==> src/rtl/fifo_wr_ptr_ctrl.sv <==
// Write-domain half of an async FIFO: binary/Gray write pointer, read-pointer
// synchroniser and registered full / almost_full / occupancy / overflow flags.
module fifo_wr_ptr_ctrl #(
  parameter int ADDR        = 5,
  parameter int SYNC_STAGES = 2,
  parameter int AF_THRESH   = 30
) (
  input  logic            wclk,
  input  logic            wrst_n,
  input  logic            winc,
  input  logic            ovf_clr,
  input  logic [ADDR:0]   rptr_gray_async,
  output logic            wen,
  output logic [ADDR-1:0] waddr,
  output logic [ADDR:0]   wptr,
  output logic [ADDR:0]   wptr_gray,
  output logic            full,
  output logic            almost_full,
  output logic [ADDR:0]   wcount,
  output logic            overflow
);

  localparam logic [ADDR:0] AF_VAL = (ADDR+1)'(AF_THRESH);

  function automatic logic [ADDR:0] bin2gray(input logic [ADDR:0] b);
    return b ^ (b >> 1);
  endfunction

  function automatic logic [ADDR:0] gray2bin(input logic [ADDR:0] g);
    logic [ADDR:0] b;
    b = g;
    for (int i = ADDR - 1; i >= 0; i--) begin
      b[i] = b[i+1] ^ g[i];
    end
    return b;
  endfunction

  logic [ADDR:0] wptr_r;
  logic [ADDR:0] wptr_gray_r;
  logic [ADDR:0] wcount_r;
  logic          full_r;
  logic          almost_full_r;
  logic          overflow_r;
  logic [ADDR:0] rsync_r [SYNC_STAGES];

  logic          wen_s;
  logic [ADDR:0] wptr_next_s;
  logic [ADDR:0] rbin_s;
  logic [ADDR:0] wcount_next_s;
  logic          full_next_s;
  logic          ovf_next_s;

  // Next-state pointer, occupancy and flag equations; all flags use the post-write pointer
  always_comb begin
    wen_s         = winc & ~full_r;
    wptr_next_s   = wptr_r + {{ADDR{1'b0}}, wen_s};
    rbin_s        = gray2bin(rsync_r[SYNC_STAGES-1]);
    wcount_next_s = wptr_next_s - rbin_s;
    full_next_s   = (wptr_next_s[ADDR] != rbin_s[ADDR]) &&
                    (wptr_next_s[ADDR-1:0] == rbin_s[ADDR-1:0]);
    // A rejected write always sets; it outranks a same-cycle clear
    if (winc && full_r) begin
      ovf_next_s = 1'b1;
    end else if (ovf_clr) begin
      ovf_next_s = 1'b0;
    end else begin
      ovf_next_s = overflow_r;
    end
  end

  // Read Gray pointer synchroniser chain
  always_ff @(posedge wclk or negedge wrst_n) begin
    if (!wrst_n) begin
      for (int i = 0; i < SYNC_STAGES; i++) begin
        rsync_r[i] <= {(ADDR+1){1'b0}};
      end
    end else begin
      rsync_r[0] <= rptr_gray_async;
      for (int i = 1; i < SYNC_STAGES; i++) begin
        rsync_r[i] <= rsync_r[i-1];
      end
    end
  end

  // Pointer, occupancy and flag registers
  always_ff @(posedge wclk or negedge wrst_n) begin
    if (!wrst_n) begin
      wptr_r        <= {(ADDR+1){1'b0}};
      wptr_gray_r   <= {(ADDR+1){1'b0}};
      wcount_r      <= {(ADDR+1){1'b0}};
      full_r        <= 1'b0;
      almost_full_r <= 1'b0;
      overflow_r    <= 1'b0;
    end else begin
      wptr_r        <= wptr_next_s;
      wptr_gray_r   <= bin2gray(wptr_next_s);
      wcount_r      <= wcount_next_s;
      full_r        <= full_next_s;
      almost_full_r <= (wcount_next_s >= AF_VAL);
      overflow_r    <= ovf_next_s;
    end
  end

  assign wen         = wen_s;
  assign waddr       = wptr_r[ADDR-1:0];
  assign wptr        = wptr_r;
  assign wptr_gray   = wptr_gray_r;
  assign full        = full_r;
  assign almost_full = almost_full_r;
  assign wcount      = wcount_r;
  assign overflow    = overflow_r;

endmodule

==> config.mk <==
export PLATFORM = sky130hd
export DESIGN_NAME = fifo_wr_ptr_ctrl
export DESIGN_NICKNAME = d
export VERILOG_FILES = /design/src/rtl/fifo_wr_ptr_ctrl.sv
export SDC_FILE = /design/constraint.sdc
export NUM_CORES = 1
export LEC_CHECK = 0
export CORE_MARGIN = 3
export CORE_UTILIZATION = 41
export DETAILED_ROUTE_END_ITERATION = 7
export PLACE_DENSITY = 0.69
export SLEW_MARGIN = 20
export SYNTH_ARGS = -nofsm -noshare
export SYNTH_HDL_FRONTEND = slang
export SYNTH_SLANG_ARGS = --single-unit
==> constraint.sdc <==
create_clock -name wclk -period 5.9 [get_ports wclk]
set_input_delay 0.885 -clock wclk [delete_from_list [all_inputs] [get_ports wclk]]
set_output_delay 0.885 -clock wclk [all_outputs]
set_load 0.005 [all_outputs]
==> results of run 1 <==
-- worst max-delay path: cells and delay by family --
| kind | cells | cell delay [ns] |
|---|---|---|
| adders and majority gates | 3 | 0.93 |
| buffers and inverters | 2 | 0.60 |
| xor gates and xnor gates | 2 | 0.44 |
| AOI/OAI and AO/OA | 2 | 0.37 |
| and+or+nand+nor | 2 | 0.29 |
-- state kept, by name (all words and copies together), names as in the netlist --
name	cells
wptr_gray	6
almost_full	1
wptr	5
rbin_s	1
full	1
overflow	1
wcount	6
rsync_r	11
-- metal layers --
layer,wire (microns),part of all wire,vias up,track usage
met2,1160,0.49,35,0.215
li1,-,-,408,-
met5,0,0,-,0
met4,96,0.041,0,0.0792
met3,166,0.070,13,0.0615
met1,933,0.40,406,0.141
-- synth_stat cells, drive strengths merged --
library cell / count
o21ai: 1
a31oi: 1
buf: 6
o21a: 1
a21oi: 3
nand2b: 1
o2111a: 1
dfrtp: 32
nand3: 2
a32oi: 1
nor3b: 1
xor2: 4
nor2b: 1
fa: 1
and3: 1
o311ai: 1
xnor2: 14
ha: 6
nand4: 2
xor3: 2
nand2: 6
maj3: 1
a21o: 1
inv: 15
nor2: 1
-- power by group through the flow --
stage          Sequential [mW]  Combinational [mW]  Clock (mW)
2_1_floorplan            0.350               0.356           0
3_3_place_gp             0.344               0.574           0
3_5_place_dp             0.349               0.590           0
4_1_cts                  0.344               0.592       0.139
5_1_grt                  0.355               0.650       0.150
6_report                 0.342               0.585       0.135
-- through the flow --
stage                     instance area (sq um)  utilization  instances  hold slack [ns]  total power [mW]
final                                      1830        0.585        188            0.354              1.06
after global placement                     1760        0.564        181            0.332             0.918
after detailed placement                   1760        0.564        181            0.336             0.938
after floorplan                            1390            -        106            0.331             0.706
after CTS                                  1830        0.585        188            0.357              1.08
after global routing                       1830        0.585        188            0.359              1.15
-- cell usage in the layout (no fill, tap or decap), drive strengths merged, types with 2 or more instances in the layout --
master          n
clkdlybuf4s50  36
dfrtp          32
inv            15
xnor2          14
clkbuf          7
nand2           6
ha              6
xor2            4
a21oi           3
nand4           2
nand3           2
xor3            2
-- final cells by class --
cell class | instances | area, sq um
fillers | 279 | 1300
multi-input cells | 53 | 484
inverters | 15 | 56.3
flip-flops and latches | 32 | 801
repair buffers | 37 | 368
clock buffers | 7 | 65.1
well taps | 44 | 55.1
-- cells by family (layout without fill, tap and decap cells) --
group / Yosys count / in the layout
AOI/OAI and AO/OA: 10 / 10
xor gates and xnor gates: 20 / 20
adders and majority gates: 8 / 8
buffers and inverters: 21 / 59
DFF: 32 / 32
and+or+nand+nor: 15 / 15
-- worst paths after layout --
path	start	endpoint	slack, ns	depth (start not counted)
min reg2reg	rsync_r[6]	rsync_r[0]	0.35	0
min	rsync_r[6]	rsync_r[0]	0.35	0
max in group asynchronous	wrst_n	wcount[3]	4.68	2
max reg2reg	rbin_s[5]	almost_full	2.75	11
max	winc	almost_full	2.63	11
min in group asynchronous	wrst_n	wptr[1]	0.94	2
==> results by group, run 1 <==
Power and ir drop
  – Clock power share: 0.127
  – Psw: 0.377 mW
  – Switching Share: 0.355
  – Max rail drop VDD: 0.000207 V
  – P per Cell Area: 581 nW/um^2
  – Leakage: 0.823 nW
  – Reg power frac: 0.322
  – Int Pwr: 0.685 mW
  – Combinational power share: 0.551

Placement
  – Gpl congestion: 0.940
  – Pre-CTS setup slack: 2.29 ns
  – Post-DP HPWL: 1880 microns
  – IO Port Bufs: 36

Timing
  – Final hold violation count: 0
  – Final critical-path share of the clock period: 0.554
  – Count of final setup violators: 0
  – Min Tclk post-route: 3.27 ns
  – Max Clock Freq: 306 MHz
  – Least-Margin Pin Slew: 0.369 ns
  – Setup TNS Final: 0 ns
  – Final Max Slew Viols: 0
  – Unrepaired setup endpoints after global routing: no
  – Final Skew: 0.00928 ns
  – Relative slew slack: 0.752
  – PnR worst setup slack: 2.63 ns

Synth
  – Seq cells post-synth: 32
  – Synth unique cells: 28
  – Post-synthesis mux area share: 0
  – Netlist Area Pre-Place: 1390 sq um
  – Leading area contributor after synthesis: dfrtp_1
  – Compound-cell area share of the yosys netlist: 0.0560
  – Synth area leaders: dfrtp_1, xnor2_1, ha_1
  – Simple-Gate Fraction of Synth Area: 0.0542
  – YS warnings: 0
  – Synth Net Count: 123
  – Largest family of logic cells by synthesized area: XOR/XNOR gates
  – Syn Area/Cell: around 13 sq um
  – Post-Synth Adder-Cell Area: 0.0767
  – Synth top area share: 0.578
  – Syn Inst Count: roughly 110
  – Synth Area in XOR/XNOR: 0.162
  – Seq/Total Area, Yosys: 0.578

Global route
  – Total grt overflow: 0
  – First-pass GRT wire length: ~4100 microns
  – Total Routing Usage GR: 0.133
  – Initial antenna violation count: 0
  – Largest net degree at the start of global routing: 33
  – Vias in the first global route: ~930

Floorplanning
  – Die Ht: 64.2 microns
  – Top Ports: 37
  – Die footprint: 4120 sq um
  – Width of the die: 64.2 microns
  – Initial core utilization: 0.443
  – Std cell rows: 20
  – Core area: 3130 sq um

Drt
  – DR vias/cell: roughly 4.6
  – 1st-pass router iterations: 4
  – Vias: 862
  – Total routed wirelength: 2360 microns
  – DR WL/cell: 12.6 microns
  – DR iter-0 viols: 30
  – DRC viols: 0
  – ANT nets after route: 0

Layout
  – Final Net Count: 161
  – Area grow syn2layout: 31.9%
  – Antenna diode count: 0
  – Proportion of layout cells with a drive suffix above 1: 0.0972

Clocking
  – Clock Sinks: 32
  – Clk_lat worst skew: 0.33 ns
  – CTS tree: yes
  – CTS clk-pin slew, worst paths: roughly 0.090 ns
  – CTS Hold Bufs: 0
  – Post-CTS Setup Inserts: 0
  – CTS H-tree depth: 2
  – Clock Path Buffers: 2
  – CTS root buf: clkbuf_4
  – Number of gates resized after cts: 0
  – Num CTS Buffers: 5

Worst setup path
  – CP max stage cell: clkdlybuf4s50_1
  – Critical Path Most Common Cell: ha_1
  – Critical path class: in2reg
  – Data arrival time of the critical path: approximately 3.5 ns
  – CP startpoint kind: primary input
  – Worst-path fanout max: 5
  – Slowest stage delay, CP: 0.47 ns
  – Worst Path Required: 6.14 ns
  – Critical Path End Type: flop
  – Crit-path cells: clkdlybuf4s50_1 > nor2b_1 > ha_1 > nand2_1 > xor2_1 > inv_1 > ha_1 > a21oi_1 > maj3_2 > xnor2_1 > o311ai_2

Job
  – Max cap viols: 0

Hold path
  – Hold Crit Class: reg2reg

Status
  – Status: completed
No activity file was read; power rests on OpenSTA's default activity.
==> inputs of run 2 (changes only) <==
Settings changed: PLACE_DENSITY 0.69 to 0.72.
Clock period 5.9 ns to 2.75 ns, I/O delays scaled along.
==> run 2 against run 1 <==
Net effect: global-route usage is 0.39 points higher; largest power group unchanged; via count up 8.5%; final area rose by 9.2%.
==> results by group, run 2 (synthesis results as in run 1) <==
Placement
  – Pre-CTS setup slack: -0.181 ns (-2.47 ns)
  – Gpl congestion: 0.885 (-5.8%)
  – Placed cells: 196 (+8.3%)
  – Post-DP HPWL: 1900 microns (+1.3%)
  – IO Port Bufs: 36 (unchanged)

Job
  – Max cap viols: 0 (unchanged)

Floorplanning
  – Width of the die: 64.2 microns (unchanged)
  – Die Ht: 64.2 microns (unchanged)
  – Top Ports: 37 (unchanged)
  – Core area: 3130 sq um (unchanged)
  – Initial core utilization: 0.443 (unchanged)
  – Die footprint: 4120 sq um (unchanged)
  – Std cell rows: 20 (unchanged)

Status
  – Status: completed

Global route
  – Initial antenna violation count: 0 (unchanged)
  – First-pass GRT wire length: 4170 microns (+1.7%)
  – Largest net degree at the start of global routing: 33 (unchanged)
  – Total Routing Usage GR: 0.137 (+0.00393)
  – Total grt overflow: 0 (unchanged)
  – Vias in the first global route: 936 (+1.1%)

Worst setup path
  – Worst-path fanout max: 2 (-3)
  – Buf+Inv Stages, Crit Path: 1 (-1)
  – Worst Path Required: 3.00 ns (-3.14 ns)
  – Critical path class: reg2reg
  – Critical Path End Type: flop
  – Data arrival time of the critical path: 2.98 ns (-0.53 ns)
  – Crit-path cells: xor3_2 > xnor2_2 > xor2_2 > xnor2_1 > ha_2 > fa_2 > inv_2 > a21oi_2 > maj3_2 > xnor2_2 > o311ai_2
  – Slowest stage delay, CP: 0.42 ns (-0.05 ns)
  – Critical Path Most Common Cell: xnor2_2
  – CP max stage cell: xor3_2
  – CP top delay family: XOR/XNOR gates
  – CP startpoint kind: flop

Drt
  – Total routed wirelength: 2450 microns (+3.8%)
  – Vias: 935 (+8.5%)
  – DR WL/cell: 12.0 microns (-4.8%)
  – ANT nets after route: 0 (unchanged)
  – DR vias/cell: 4.56 (-0.53%)
  – 1st-pass router iterations: 4 (unchanged)
  – DRC viols: 0 (unchanged)
  – DR iter-0 viols: 11 (-63%)

Clocking
  – CTS Hold Bufs: 0 (unchanged)
  – CTS tree: yes
  – Num CTS Buffers: 5 (unchanged)
  – Clock Path Buffers: 2 (unchanged)
  – Clk_lat worst skew: 0.33 ns (about the same)
  – Clock Sinks: 32 (unchanged)
  – CTS clk-pin slew, worst paths: 0.10 ns (about the same)
  – CTS root buf: clkbuf_4
  – CTS H-tree depth: 2 (unchanged)

Timing
  – PnR worst setup slack: 0.0183 ns (-2.61 ns)
  – Final hold violation count: 0 (unchanged)
  – Count of final setup violators: 0 (unchanged)
  – Final Max Slew Viols: 0 (unchanged)
  – Final critical-path share of the clock period: 0.993
  – Relative slew slack: 0.746 (-0.00663)
  – Least-Margin Pin Slew: 0.382 ns (+0.0126 ns)
  – Min Tclk post-route: approximately 2.7 ns
  – Final Skew: 0.00810 ns (-0.00119 ns)
  – Unrepaired setup endpoints after global routing: yes
  – Max Clock Freq: around 370 MHz

Layout
  – Largest register FFs: 11 (unchanged)
  – Final core occ: 0.639 (+0.0540)
  – Biggest register: rsync_r
  – Area grow syn2layout: 44.1%
  – Non-Filler Instances: 205 (+9.0%)
  – Most frequent cells in the layout: clkdlybuf4s50_1, dfrtp_1, buf_4, inv_1, xnor2_1
  – Final Net Count: 177 (+9.9%)
  – Proportion of layout cells with a drive suffix above 1: 0.230 (+0.133)
  – Antenna diode count: 0 (unchanged)
  – Most common cell after layout, fill and taps aside: clkdlybuf4s50_1

Power and ir drop
  – Max rail drop VDD: 0.000579 V (+180%)
  – Leakage: 0.919 nW (+12%)
  – Final Total Pwr: 2.61 mW (+150%)
  – P per Cell Area: 1310 nW/um^2 (+130%)

Hold path
  – Hold Crit Class: reg2reg
## run 2: repair_timing
action / CTS / global route
gates resized for setup: 2 / 1
pin swaps: 1 / 0
endpoints found under the setup margin: 1 / 3
setup buffers: 0 / 1
## run 2: worst reg2reg max path, cell delays in order, from the launching register on
cell      delay, ns
dfrtp_1        0.40
xor3_2         0.42
xnor2_2        0.17
xor2_2         0.19
xnor2_1        0.14
ha_2           0.19
fa_2           0.35
inv_2          0.06
a21oi_2        0.05
maj3_2         0.32
xnor2_2        0.16
o311ai_2       0.20
## run 2: report_power, final
part | leakage [nW] | switching, mW | internal, mW
combinational | 0.487 | 0.611 | 0.867
sequential | 0.381 | 0.0997 | 0.637
clock | 0.0515 | 0.156 | 0.241
## run 2: final timing paths
check	end	from	slack [ns]	cells past startpoint
min reg2reg	rsync_r[4]	rsync_r[10]	0.36	0
max reg2reg	almost_full	rsync_r[4]	0.02	11
min	rsync_r[4]	rsync_r[10]	0.36	0
max in group asynchronous	rsync_r[8]	wrst_n	2.01	2
min in group asynchronous	wptr[2]	wrst_n	0.46	2
max	almost_full	rsync_r[4]	0.02	11
## run 2: layer usage
| layer | vias to the layer above | GRT usage | wire length, microns |
|---|---|---|---|
| li1 | 444 | - | - |
| met1 | 448 | 0.143 | 963 |
| met2 | 34 | 0.231 | 1250 |
| met3 | 9 | 0.0422 | 158 |
| met4 | 0 | 0.100 | 82 |
| met5 | - | 0 | 0 |
## run 2: layout make-up
type	count	area (sq um)
inverter	15	56.3
clock buffer	7	65.1
fill	264	1130
tap	44	55.1
timing repair buffer	53	488
multi-input combinational	53	503
clock inverter	1	30.0
sequential	32	801
## run 2: metrics by stage
stage          cell area (sq um)  TNS (ns)  hold WS (ns)
2_1_floorplan               1400   -0.0167         0.117
3_3_place_gp                1890    -0.176         0.333
3_5_place_dp                1890    -0.429         0.338
4_1_cts                     1990         0         0.361
5_1_grt                     2000    -0.103         0.366
6_report                    2000         0         0.358
